--- src/rtl/tile_ext_port_bridge_if.sv ---
// tile_ext_port_bridge_if: host command/response channel plus the tile external read/write ports.
interface tile_ext_port_bridge_if #(
  parameter int DATA_WIDTH  = 16,
  parameter int N_BANK      = 4,
  parameter int N_BANK_SIZE = 256,
  parameter int RSP_DEPTH   = 4
);
  localparam int BANK_W = $clog2(N_BANK);
  localparam int ADDR_W = $clog2(N_BANK_SIZE);
  localparam int CNT_W  = $clog2(RSP_DEPTH + 1);
  logic                  cmd_valid;
  logic                  cmd_ready;
  logic                  cmd_we;
  logic [BANK_W-1:0]     cmd_bank;
  logic [ADDR_W-1:0]     cmd_addr;
  logic [DATA_WIDTH-1:0] cmd_wdata;
  logic                  rsp_valid;
  logic                  rsp_ready;
  logic [DATA_WIDTH-1:0] rsp_rdata;
  logic                  ext_wr_en;
  logic [BANK_W-1:0]     ext_wr_bank;
  logic [ADDR_W-1:0]     ext_wr_addr;
  logic [DATA_WIDTH-1:0] ext_wr_data;
  logic                  ext_rd_en;
  logic [BANK_W-1:0]     ext_rd_bank;
  logic [ADDR_W-1:0]     ext_rd_addr;
  logic [DATA_WIDTH-1:0] ext_rd_data;
  logic [CNT_W-1:0]      rd_outstanding;
  modport master (
    input  cmd_valid, cmd_we, cmd_bank, cmd_addr, cmd_wdata, rsp_ready, ext_rd_data,
    output cmd_ready, rsp_valid, rsp_rdata, ext_wr_en, ext_wr_bank, ext_wr_addr, ext_wr_data,
           ext_rd_en, ext_rd_bank, ext_rd_addr, rd_outstanding
  );
  modport slave (
    output cmd_valid, cmd_we, cmd_bank, cmd_addr, cmd_wdata, rsp_ready, ext_rd_data,
    input  cmd_ready, rsp_valid, rsp_rdata, ext_wr_en, ext_wr_bank, ext_wr_addr, ext_wr_data,
           ext_rd_en, ext_rd_bank, ext_rd_addr, rd_outstanding
  );
endinterface

--- src/rtl/tile_ext_port_bridge.sv ---
// tile_ext_port_bridge: issues host commands to the tile external ports and returns read data through a credited FIFO.
module tile_ext_port_bridge #(
  parameter int DATA_WIDTH  = 16,
  parameter int N_BANK      = 4,
  parameter int N_BANK_SIZE = 256,
  parameter int RD_LATENCY  = 1,
  parameter int RSP_DEPTH   = 4
) (
  input logic clk,
  input logic rst_n,
  tile_ext_port_bridge_if.master br
);
  localparam int BANK_W = $clog2(N_BANK);
  localparam int ADDR_W = $clog2(N_BANK_SIZE);
  localparam int CNT_W  = $clog2(RSP_DEPTH + 1);
  localparam int PTR_W  = $clog2(RSP_DEPTH);
  logic                  cmd_fire, rd_fire, push, pop;
  logic                  cmd_ready_q, cmd_ready_d;
  logic                  wr_en_q, wr_en_d;
  logic [BANK_W-1:0]     wr_bank_q, wr_bank_d;
  logic [ADDR_W-1:0]     wr_addr_q, wr_addr_d;
  logic [DATA_WIDTH-1:0] wr_data_q, wr_data_d;
  logic                  rd_en_q, rd_en_d;
  logic [BANK_W-1:0]     rd_bank_q, rd_bank_d;
  logic [ADDR_W-1:0]     rd_addr_q, rd_addr_d;
  logic [RD_LATENCY-1:0] vld_q;
  logic [PTR_W-1:0]      wp_q, wp_d, rp_q, rp_d;
  logic [CNT_W-1:0]      fc_q, fc_d, out_q, out_d;
  logic [DATA_WIDTH-1:0] rdata_q, rdata_d;
  logic [DATA_WIDTH-1:0] mem [RSP_DEPTH];
  assign cmd_fire = br.cmd_valid & cmd_ready_q;
  assign rd_fire  = cmd_fire & ~br.cmd_we;
  assign push     = vld_q[RD_LATENCY-1];
  assign pop      = (fc_q != '0) & br.rsp_ready;
  always_comb begin
    out_d       = out_q + CNT_W'(rd_fire) - CNT_W'(pop);
    cmd_ready_d = out_d < CNT_W'(RSP_DEPTH);
    wr_en_d     = cmd_fire & br.cmd_we;
    wr_bank_d   = wr_en_d ? br.cmd_bank : wr_bank_q;
    wr_addr_d   = wr_en_d ? br.cmd_addr : wr_addr_q;
    wr_data_d   = wr_en_d ? br.cmd_wdata : wr_data_q;
    rd_en_d     = rd_fire;
    rd_bank_d   = rd_fire ? br.cmd_bank : rd_bank_q;
    rd_addr_d   = rd_fire ? br.cmd_addr : rd_addr_q;
    wp_d        = wp_q + PTR_W'(push);
    rp_d        = rp_q + PTR_W'(pop);
    fc_d        = fc_q + CNT_W'(push) - CNT_W'(pop);
    // head register: take the incoming word when it lands on the slot the head moves to
    rdata_d     = (push && rp_d == wp_q) ? br.ext_rd_data : mem[rp_d];
  end
  always_ff @(posedge clk or negedge rst_n) begin
    if (!rst_n) begin
      cmd_ready_q <= 1'b0;
      wr_en_q     <= 1'b0;
      wr_bank_q   <= '0;
      wr_addr_q   <= '0;
      wr_data_q   <= '0;
      rd_en_q     <= 1'b0;
      rd_bank_q   <= '0;
      rd_addr_q   <= '0;
      vld_q       <= '0;
      wp_q        <= '0;
      rp_q        <= '0;
      fc_q        <= '0;
      out_q       <= '0;
      rdata_q     <= '0;
    end else begin
      cmd_ready_q <= cmd_ready_d;
      wr_en_q     <= wr_en_d;
      wr_bank_q   <= wr_bank_d;
      wr_addr_q   <= wr_addr_d;
      wr_data_q   <= wr_data_d;
      rd_en_q     <= rd_en_d;
      rd_bank_q   <= rd_bank_d;
      rd_addr_q   <= rd_addr_d;
      vld_q[0]    <= rd_en_q;
      for (int i = 1; i < RD_LATENCY; i++) vld_q[i] <= vld_q[i-1];
      wp_q        <= wp_d;
      rp_q        <= rp_d;
      fc_q        <= fc_d;
      out_q       <= out_d;
      rdata_q     <= rdata_d;
    end
  end
  always_ff @(posedge clk) begin
    if (push) mem[wp_q] <= br.ext_rd_data;
  end
  assign br.cmd_ready      = cmd_ready_q;
  assign br.rsp_valid      = fc_q != '0;
  assign br.rsp_rdata      = rdata_q;
  assign br.ext_wr_en      = wr_en_q;
  assign br.ext_wr_bank    = wr_bank_q;
  assign br.ext_wr_addr    = wr_addr_q;
  assign br.ext_wr_data    = wr_data_q;
  assign br.ext_rd_en      = rd_en_q;
  assign br.ext_rd_bank    = rd_bank_q;
  assign br.ext_rd_addr    = rd_addr_q;
  assign br.rd_outstanding = out_q;
  // credits bound the FIFO, so these can only fire on a design error
  a_no_overflow:  assert property (@(posedge clk) disable iff (!rst_n) !(push && fc_q == CNT_W'(RSP_DEPTH)));
  a_no_underflow: assert property (@(posedge clk) disable iff (!rst_n) !(pop && out_q == '0));
  a_one_strobe:   assert property (@(posedge clk) disable iff (!rst_n) !(wr_en_q && rd_en_q));
endmodule

--- src/flat_wrapper.sv ---
// flat-port wrapper written by rule: the top's interface ports become plain ports
module tile_ext_port_bridge_flat 
#(
  parameter int DATA_WIDTH  = 16,
  parameter int N_BANK      = 4,
  parameter int N_BANK_SIZE = 256,
  parameter int RD_LATENCY  = 1,
  parameter int RSP_DEPTH   = 4
)
  (clk, rst_n, br_cmd_valid, br_cmd_we, br_cmd_bank, br_cmd_addr, br_cmd_wdata, br_rsp_ready, br_ext_rd_data, br_cmd_ready, br_rsp_valid, br_rsp_rdata, br_ext_wr_en, br_ext_wr_bank, br_ext_wr_addr, br_ext_wr_data, br_ext_rd_en, br_ext_rd_bank, br_ext_rd_addr, br_rd_outstanding);
  tile_ext_port_bridge_if #(.DATA_WIDTH(DATA_WIDTH), .N_BANK(N_BANK), .N_BANK_SIZE(N_BANK_SIZE), .RSP_DEPTH(RSP_DEPTH)) br_i ();
  input logic clk;
  input logic rst_n;
  input wire logic [$bits(br_i.cmd_valid)-1:0] br_cmd_valid;
  input wire logic [$bits(br_i.cmd_we)-1:0] br_cmd_we;
  input wire logic [$bits(br_i.cmd_bank)-1:0] br_cmd_bank;
  input wire logic [$bits(br_i.cmd_addr)-1:0] br_cmd_addr;
  input wire logic [$bits(br_i.cmd_wdata)-1:0] br_cmd_wdata;
  input wire logic [$bits(br_i.rsp_ready)-1:0] br_rsp_ready;
  input wire logic [$bits(br_i.ext_rd_data)-1:0] br_ext_rd_data;
  output wire logic [$bits(br_i.cmd_ready)-1:0] br_cmd_ready;
  output wire logic [$bits(br_i.rsp_valid)-1:0] br_rsp_valid;
  output wire logic [$bits(br_i.rsp_rdata)-1:0] br_rsp_rdata;
  output wire logic [$bits(br_i.ext_wr_en)-1:0] br_ext_wr_en;
  output wire logic [$bits(br_i.ext_wr_bank)-1:0] br_ext_wr_bank;
  output wire logic [$bits(br_i.ext_wr_addr)-1:0] br_ext_wr_addr;
  output wire logic [$bits(br_i.ext_wr_data)-1:0] br_ext_wr_data;
  output wire logic [$bits(br_i.ext_rd_en)-1:0] br_ext_rd_en;
  output wire logic [$bits(br_i.ext_rd_bank)-1:0] br_ext_rd_bank;
  output wire logic [$bits(br_i.ext_rd_addr)-1:0] br_ext_rd_addr;
  output wire logic [$bits(br_i.rd_outstanding)-1:0] br_rd_outstanding;
  assign br_i.cmd_valid = br_cmd_valid;
  assign br_i.cmd_we = br_cmd_we;
  assign br_i.cmd_bank = br_cmd_bank;
  assign br_i.cmd_addr = br_cmd_addr;
  assign br_i.cmd_wdata = br_cmd_wdata;
  assign br_i.rsp_ready = br_rsp_ready;
  assign br_i.ext_rd_data = br_ext_rd_data;
  assign br_cmd_ready = br_i.cmd_ready;
  assign br_rsp_valid = br_i.rsp_valid;
  assign br_rsp_rdata = br_i.rsp_rdata;
  assign br_ext_wr_en = br_i.ext_wr_en;
  assign br_ext_wr_bank = br_i.ext_wr_bank;
  assign br_ext_wr_addr = br_i.ext_wr_addr;
  assign br_ext_wr_data = br_i.ext_wr_data;
  assign br_ext_rd_en = br_i.ext_rd_en;
  assign br_ext_rd_bank = br_i.ext_rd_bank;
  assign br_ext_rd_addr = br_i.ext_rd_addr;
  assign br_rd_outstanding = br_i.rd_outstanding;
  tile_ext_port_bridge #(.DATA_WIDTH(DATA_WIDTH), .N_BANK(N_BANK), .N_BANK_SIZE(N_BANK_SIZE), .RD_LATENCY(RD_LATENCY), .RSP_DEPTH(RSP_DEPTH)) u_core (.clk(clk), .rst_n(rst_n), .br(br_i));
endmodule
--- config.mk ---
export PLATFORM = sky130hd
export DESIGN_NAME = tile_ext_port_bridge_flat
export DESIGN_NICKNAME = d
export VERILOG_FILES = /design/src/rtl/tile_ext_port_bridge_if.sv /design/src/rtl/tile_ext_port_bridge.sv /design/src/flat_wrapper.sv
export SDC_FILE = /design/constraint.sdc
export NUM_CORES = 1
export LEC_CHECK = 0
export ABC_AREA = 1
export CAP_MARGIN = 30
export CORE_MARGIN = 4
export CORE_UTILIZATION = 25
export CTS_CLUSTER_DIAMETER = 200
export CTS_CLUSTER_SIZE = 30
export DETAILED_ROUTE_END_ITERATION = 8
export GPL_ROUTABILITY_DRIVEN = 0
export GPL_TIMING_DRIVEN = 0
export HOLD_SLACK_MARGIN = 0.12
export PLACE_DENSITY = 0.5
export SETUP_SLACK_MARGIN = 0.3
export SYNTH_ARGS = -nofsm -noshare
export SYNTH_HDL_FRONTEND = slang
export SYNTH_SLANG_ARGS = --single-unit
--- constraint.sdc ---
create_clock -name clk -period 2.6 [get_ports clk]
set_input_delay 0.52 -clock clk [delete_from_list [all_inputs] [get_ports clk]]
set_output_delay 0.52 -clock clk [all_outputs]
set_load 0.02 [all_outputs]
# [Word-level counts from Yosys, hierarchy flattened]
# Memory sizes are Yosys's and may differ from the RTL's. A register that Yosys moved wholly into a read port is not among the register bits.
# Cells that the tools add are included.
[totals] register_bits=50 mem_bits_rw=64 inputBits=47 output_inout_bits=59 n_memories=1
[op_classes] addsub=6 magnitude_cmp=1 muxes=2 bitwise_logic=5 n_reduce_logical=2
[memory_table] name="u_core.mem" words=4 word_bits=16 read_ports=1 rd_ports_with_merged_regs=1 write_ports=1 line_no="tile_ext_port_bridge.sv:30" rtl="logic [DATA_WIDTH-1:0] mem [RSP_DEPTH];"
[op_table] op="adder 3 x 1 -> 3 bit" count=2
[op_table] op="subtractor 3 x 1 -> 3 bit" count=2
[op_table] op="adder 2 x 1 -> 2 bit" count=2
[op_table] op="bitwise AND 1 bit" count=4
[op_table] op="< comparator 3 bit, second input constant" count=1
[op_table] op="nonzero test 3 bit" count=1
[op_table] op="two-way mux 1 bit" count=2
[op_table] op="zero test 1 bit" count=1
[op_table] op="NOT 1 bit" count=1

# [Logic depth before layout (Yosys ltp)]
# Gate-level depths: netlist (run 1).
[logic_depth] depth_word=5 mapped_depth=12 depth_no_buf=11

# [Worst setup path before layout (run 1)]
# Ideal clock, no wire load.
[synth_timing] path_type="input to register" from="input br_rsp_ready" to="register u_core.cmd_ready_q, in the netlist u_core.br.cmd_ready" setup_time_ns=0.121 t_arrival_ns=1.886 setup_slack_ns=0.593 stages=8 path_buffers=0 path_cell_list="a21boi_0 > ha_1 > inv_1 > ha_1 > inv_1 > fa_1 > xor2_1 > inv_1"
[synth_between] elab_chain_cells=3
[synth_lines] element="from (decl)" line_no="flat_wrapper.sv:19" rtl="input wire logic [$bits(br_i.rsp_ready)-1:0] br_rsp_ready;"
[synth_lines] element="bitwise AND 1 bit" line_no="tile_ext_port_bridge.sv:34" rtl="assign pop = (fc_q != '0) & br.rsp_ready;"
[synth_lines] element="subtractor 3 x 1 -> 3 bit" line_no="tile_ext_port_bridge.sv:36" rtl="out_d = out_q + CNT_W'(rd_fire) - CNT_W'(pop);"
[synth_lines] element="net u_core.out_d[2]" line_no="tile_ext_port_bridge.sv:28" rtl="logic [CNT_W-1:0] fc_q, fc_d, out_q, out_d;"
[synth_lines] element="< comparator 3 bit" line_no="tile_ext_port_bridge.sv:37" rtl="cmd_ready_d = out_d < CNT_W'(RSP_DEPTH);"
[synth_lines] element="net u_core.cmd_ready_d" line_no="tile_ext_port_bridge.sv:18" rtl="logic cmd_ready_q, cmd_ready_d;"
[synth_lines] element="to (signal assigned)" line_no="tile_ext_port_bridge.sv:68" rtl="cmd_ready_q <= cmd_ready_d;"
[synth_lines] element="to (decl)" line_no="tile_ext_port_bridge.sv:18"
# The timed path passes the listed nets, and every way through them passes these cells.
# A chain may end at the register's enable or synchronous reset.

# [Worst setup path in the final report (run 1)]
[layout_timing] from="register u_core.fc_q[2]" to="output br_rsp_valid"
[layout_between] elab_chain_cells=1
[layout_lines] element="from (decl)" line_no="tile_ext_port_bridge.sv:28"
[layout_lines] element="from (signal assigned)" line_no="tile_ext_port_bridge.sv:64" rtl="fc_q <= '0;"
[layout_lines] element="from (signal assigned)" line_no="tile_ext_port_bridge.sv:80" rtl="fc_q <= fc_d;"
[layout_lines] element="nonzero test 3 bit" line_no="tile_ext_port_bridge.sv:89" rtl="assign br.rsp_valid = fc_q != '0;"
[layout_lines] element="to (decl)" line_no="flat_wrapper.sv:22" rtl="output wire logic [$bits(br_i.rsp_valid)-1:0] br_rsp_valid;"
# Every way passes these cells.

==> results of run 1 <==
[cells in the final DEF, fill, tap and decap left out, types with 2 or more instances in the layout]
| cell | instances |
|---|---|
| bufinv_16 | 2 |
| buf_2 | 8 |
| ha_1 | 6 |
| nand2_1 | 249 |
| inv_6 | 4 |
| nand2_4 | 2 |
| edfxtp_1 | 64 |
| inv_1 | 23 |
| clkinvlp_4 | 4 |
| inv_2 | 3 |
| dfrtp_1 | 66 |
| nand3_1 | 21 |
| clkbuf_16 | 17 |
| nor2_2 | 4 |
| buf_4 | 2 |
| nand3_2 | 2 |
| fa_1 | 2 |
| nand2_2 | 4 |
| clkbuf_1 | 6 |
| buf_8 | 4 |
| o21ai_0 | 20 |
| xor2_1 | 4 |
| clkdlybuf4s50_1 | 104 |
| buf_6 | 3 |
[synthesized netlist by cell type]
master / n
buf_6: 3
nand3_4: 1
buf_4: 1
xnor2_1: 1
xor2_1: 4
clkinv_1: 1
nand3_2: 2
a21boi_0: 1
dfrtp_1: 66
nand2_2: 4
edfxtp_1: 64
o21ai_0: 20
inv_4: 1
ha_1: 6
nand3_1: 21
inv_1: 23
nand2_4: 2
buf_2: 9
fa_1: 2
clkbuf_1: 5
inv_2: 3
nand2_1: 249
nor2_1: 5
[worst paths after layout]
path,end,cells after the start
hold reg to reg,u_core.push$_DFF_PN0_,0
hold / removal,u_core.br.rd_outstanding[2]$_DFF_PN0_,1
setup / recovery,br_rsp_valid,3
setup reg to reg,u_core.br.rsp_rdata[13]$_DFF_PN0_,11
max in group asynchronous,u_core.br.rsp_rdata[7]$_DFF_PN0_,1
min in group clk,u_core.push$_DFF_PN0_,0
[layer usage]
metal,vias to the layer above,wire length (um),global-route usage [%]
met2,116,6210,18.6
met5,-,0,0
met4,0,184,3.98
met1,1768,5680,14.0
met3,17,1210,5.45
li1,1833,-,-
[repair_timing]
item	4_1_cts	5_1_grt
buffers inserted	0	0
pin swaps	0	0
endpoints found under the setup margin	17	1
gates resized for setup	2	2
[flip-flops by register name (all words and copies together), names as in the netlist]
register and cells:
u_core.rp_q 2, u_core.wp_q 2, u_core.fc_q 3, u_core.br.rd_outstanding 3, u_core.br.ext_wr_data 16, u_core.mem 64, u_core.br.ext_wr_bank 2, u_core.br.ext_rd_en 1
u_core.br.ext_rd_bank 2, u_core.br.rsp_rdata 16, u_core.br.ext_wr_addr 8, u_core.push 1, u_core.br.ext_rd_addr 8, u_core.br.ext_wr_en 1, u_core.br.cmd_ready 1
[worst max-delay path: cells and delay by family (launching register included)]
kind,cells,cell delay (ns)
simple gates,2,0.32
buf+inv,1,0.55
flops,1,0.39
[cell type report]
type                            instances  area (um2)  area share (%)
Inverter                               28         108            1.48
Clock buffer                           19         443            6.10
Sequential cell                       130        3570            49.2
Multi-Input combinational cell        318        1430            19.7
Buffer                                 18         108            1.48
Timing Repair Buffer                  109        1110            15.3
Tap cell                              270         338            4.65
Clock inverter                         13         150            2.07
[report_power, final]
part	total (mW)	leakage, nW	internal, mW	switching [mW]
clock network	2.41	0.279	1.45	0.955
logic	3.78	1.55	1.51	2.27
registers	3.04	1.39	2.74	0.294
total	9.23	3.22	5.71	3.52
[cells by family (layout without fill, tap and decap cells)]
family | count (synthesis) | in the layout
and+or+nand+nor | 284 | 284
xor gates and xnor gates | 5 | 5
adders and majority gates | 8 | 8
DFF | 130 | 130
AOI/OAI and AO/OA | 21 | 21
buffers and inverters | 46 | 187
[metrics by stage]
stage | hold WS, ns | TNS [ns] | utilization, % | power, mW | worst slack [ns]
3_3_place_gp | 0.365 | -98.39 | 32.3 | 6.80 | -1.43
6_report | 0.231 | 0 | 35.6 | 9.23 | 0.419
3_5_place_dp | 0.378 | -4.24 | 32.7 | 6.89 | -0.316
5_1_grt | 0.312 | 0 | 35.6 | 9.87 | 0.315
2_1_floorplan | 0.224 | 0 | - | 5.20 | 0.593
4_1_cts | 0.267 | 0 | 35.6 | 9.36 | 0.411
==> results.yml, run 1 <==
status:
  status: "finished, final reports clean"
global_routing:
  antenna_found_initial: 0
  grt_util_all_layers_pct: 11.7
  grt_max_degree: 67
  grt_pass1_wl_um: 21500
  grt_overflow: 0
  grt_pass1_vias: 4001
timing:
  min_period_ns: 2.18
  max_freq_ghz: 0.458
  hold_viol: 0
  slew_headroom_pct: 40.8
  setup_viol: 0
  rsz0062_at_grt: "false"
  fin_skew_ns: 0.0106
  worst_pin_slew_ns: 0.888
  period_share_pct: 83.9
  drv_slew: 0
die:
  die_area_um2: 23200
  num_rows: 52
  die_y_um: 152
  start_util_pct: 25.5
  dieWidth_um: 152
  ios: 106
  coreArea_um2: 20400
logic_synthesis:
  muxShareOfSynthArea_pct: 0
  synthSimpleGateAreaFrac_pct: 22.0
  netlist.area_leader.share_pct: 37.0
  synthCells: 494
  mappedNetlistArea_um2: 5200
  synth_xor_xnor_area_share_pct: 0.843
  yosysTopAreaCell: "edfxtp_1"
  ys_warn_count: 0
  synth.area.top_cells: "edfxtp_1 (37%), dfrtp_1 (32%), nand2_1 (18%)"
  yosysUniqueCellTypes: 23
  synth_compound_area_share_pct: 2.07
  syn_nets: 549
  avgSynthCellArea_um2: 10.5
  synth_fa_ha_area_share_pct: 2.22
  synth_top_family_by_area: "simple AND/OR/NAND/NOR gates"
  synth_seq_cells: 130
  synth_seq_area_share_pct: 68.8
cts:
  clock_path_buffers: 2
  numCtsBuffers: 17
  clock_sinks: 130
  cts_tree: "built"
  h-tree-depth: 4
  clk_latency_ns: 0.42
  cts_hold_buf: 0
  cts.reportedPaths.clkPinSlew_ns: 0.06
  cts-root-buf: "clkbuf_16"
setup_path:
  worst_setup_path_end_kind: "output pin"
  critPathMaxFanout: 2
  crit_type: "reg -> out"
  r2r_slack_ns: 0.49
  regToRegStartpoint: "u_core.fc_q[2]$_DFF_PN0_"
  cp_cell_sequence: "nor2_1 > nand2_1 > clkdlybuf4s50_1"
  cp-start-kind: "register"
  critPathArrivalTime_ns: 1.66
  cp_slowest_cell: "clkdlybuf4s50_1"
  cpPeakStageDelay_ns: 0.55
  cp.required_ns: 2.08
  crit_start: "u_core.fc_q[2]$_DFF_PN0_"
route:
  vias: 3734
  wl_per_cell_um: 14.7
  drt_iter0_markers: 103
  drt-vias-per-instance: 4.13
  wl_um: 13300
  drcViolationCount: 0
  dr.pass1.iters: 4
  drtAntennaViolNets: 0
place:
  port_buffers: 105
  dp_cells: 873
  place_area_um2: 6650
  detailed_place_hpwl_um: 8930
finish:
  n_fill_cell: 1991
  fin_cells: 905
  diodes: 0
  stdcell_area_um2: 7260
  drive_gt1_share_pct: 10.6
  nets: 677
  area_delta_synth_final_pct: 39.7
power_and_ir_drop:
  vdd_drop_max_mv: 0.571
  power.leakage_nw: 3.22
  power_density_nw_per_um2: 1270
run:
  drv_cap: 0
min_path:
  holdCritPathClass: "in -> async"
No activity file was read; power rests on OpenSTA's default activity.
==> run 2: changes to the inputs <==
clock period = 2.3 ns   (was 2.6 ns; I/O delays follow)
==> run 2 against run 1 <==
Against the previous run: sequential share of layout area down 0.50 points; non-clock buffer count up 2; die area unchanged; largest cell class unchanged.
==> results.yml, run 2 (same netlist as run 1, synthesis figures left out) <==
status:
  status: "finished, final reports clean"
setup_path:
  cp.required_ns: 2.60
  worst_setup_path_end_kind: "register"
  cp-start-kind: "input port"
  critPathMaxFanout: 3
  crit_type: "in -> reg"
  critPathArrivalTime_ns: 2.22
die:
  start_util_pct: 25.5
  ios: 106
  die_area_um2: 23200
  coreArea_um2: 20400
  die_y_um: 152
  dieWidth_um: 152
  num_rows: 52
cts:
  numCtsBuffers: 17
  clock_sinks: 130
  cts_hold_buf: 0
  clock_path_buffers: 2
  cts.reportedPaths.clkPinSlew_ns: 0.06
  cts_tree: "built"
  cts-root-buf: "clkbuf_16"
  h-tree-depth: 4
  clk_latency_ns: 0.42
route:
  wl_um: 13300
  vias: 3709
  drt_iter0_markers: 125
  drt-vias-per-instance: 4.09
  drcViolationCount: 0
  drtAntennaViolNets: 0
  wl_per_cell_um: 14.6
  dr.pass1.iters: 4
place:
  dp_cells: 873
  port_buffers: 105
  detailed_place_hpwl_um: 8930
timing:
  slew_headroom_pct: 40.5
  hold_viol: 0
  timing.hold.ws_ns: 0.165
  fin_skew_ns: 0.00885
  max_freq_ghz: 0.523
  period_share_pct: 83.2
  worst_pin_slew_ns: 0.893
  setup_viol: 0
  min_period_ns: 1.91
  drv_slew: 0
  rsz0062_at_grt: "true"
finish:
  final_cell_mix: "nand2_1 (249), clkdlybuf4s50_1 (102), dfrtp_1 (66)"
  nets: 679
  layout_commonest_cell: "nand2_1"
  final_util_pct: 36.0
  fin_cells: 907
  ff_latch_area_um2: 3570
  n_fill_cell: 1984
  diodes: 0
  area_delta_synth_final_pct: 41.2
  largest_register_ffs: 64
  multi_input_area_um2: 1470
  largest_register: "u_core.mem"
  drive_gt1_share_pct: 11.8
power_and_ir_drop:
  power.leakage_nw: 3.24
  vdd_drop_max_mv: 0.647
  power_density_nw_per_um2: 1440
  p_total_mw: 10.5
run:
  drv_cap: 0
global_routing:
  grt_max_degree: 67
  grt_pass1_wl_um: 21600
  antenna_found_initial: 0
  grt_pass1_vias: 3999
  grt_util_all_layers_pct: 11.7
  grt_overflow: 0
min_path:
  holdCritPathClass: "in -> async"
-- run 2: cell type report --
cell class / count / area share (%)
plain buffers: 18 / 1.69
clock buffers: 19 / 6.04
clock inverters: 13 / 2.05
inverters: 28 / 1.50
multi-input cells: 318 / 20.1
flip-flops and latches: 130 / 48.7
well taps: 270 / 4.61
repair buffers: 111 / 15.3
-- run 2: path summary, 6_finish.rpt --
path,to,depth (start not counted),startpoint,slack (ns)
setup / recovery,u_core.br.cmd_ready$_DFF_PN0_,9,br_rsp_ready,0.39
hold / removal,u_core.br.rd_outstanding[2]$_DFF_PN0_,1,rst_n,0.17
setup reg to reg,u_core.br.cmd_ready$_DFF_PN0_,9,u_core.fc_q[2]$_DFF_PN0_,0.45
hold reg to reg,u_core.push$_DFF_PN0_,0,u_core.br.ext_rd_en$_DFF_PN0_,0.40
max in group asynchronous,u_core.br.rsp_rdata[13]$_DFF_PN0_,1,rst_n,1.55
min in group clk,u_core.push$_DFF_PN0_,0,u_core.br.ext_rd_en$_DFF_PN0_,0.40
-- run 2: critical path, cell delays in order --
cell             delay [ns]
clkdlybuf4s50_1        0.46
a21boi_4               0.26
ha_4                   0.23
inv_1                  0.05
ha_1                   0.14
inv_1                  0.05
fa_2                   0.33
xor2_1                 0.18
inv_1                  0.06
-- run 2: what timing repair did --
action | 4_1_cts | 5_1_grt
buffers inserted | 1 | 1
setup endpoints to repair | 22 | 20
gates resized for setup | 5 | 18
pin swaps | 1 | 3
-- run 2: where the power goes --
group	internal, mW	switching [mW]	leakage, nW
Clock	1.64	1.08	0.279
Sequential	3.10	0.349	1.39
Combinational	1.78	2.58	1.57
-- run 2: metrics by stage --
stage                     setup slack [ns]  setup TNS, ns  cell area (um2)
after floorplan                      0.353              0             5200
after global placement               -1.67        -119.29             6590
after detailed placement            -0.556          -9.35             6650
after CTS                            0.271              0             7270
after global routing                 0.283              0             7330
final                                0.387              0             7330
-- run 2: per-layer routing --
layer  vias to the layer above  share of wire, %  track usage (%)
met4                         0               1.3             3.81
met3                        15               8.6             5.45
met2                       108                47             18.7
li1                       1839                 -                -
met5                         -                 0                0
met1                      1747                43             14.1
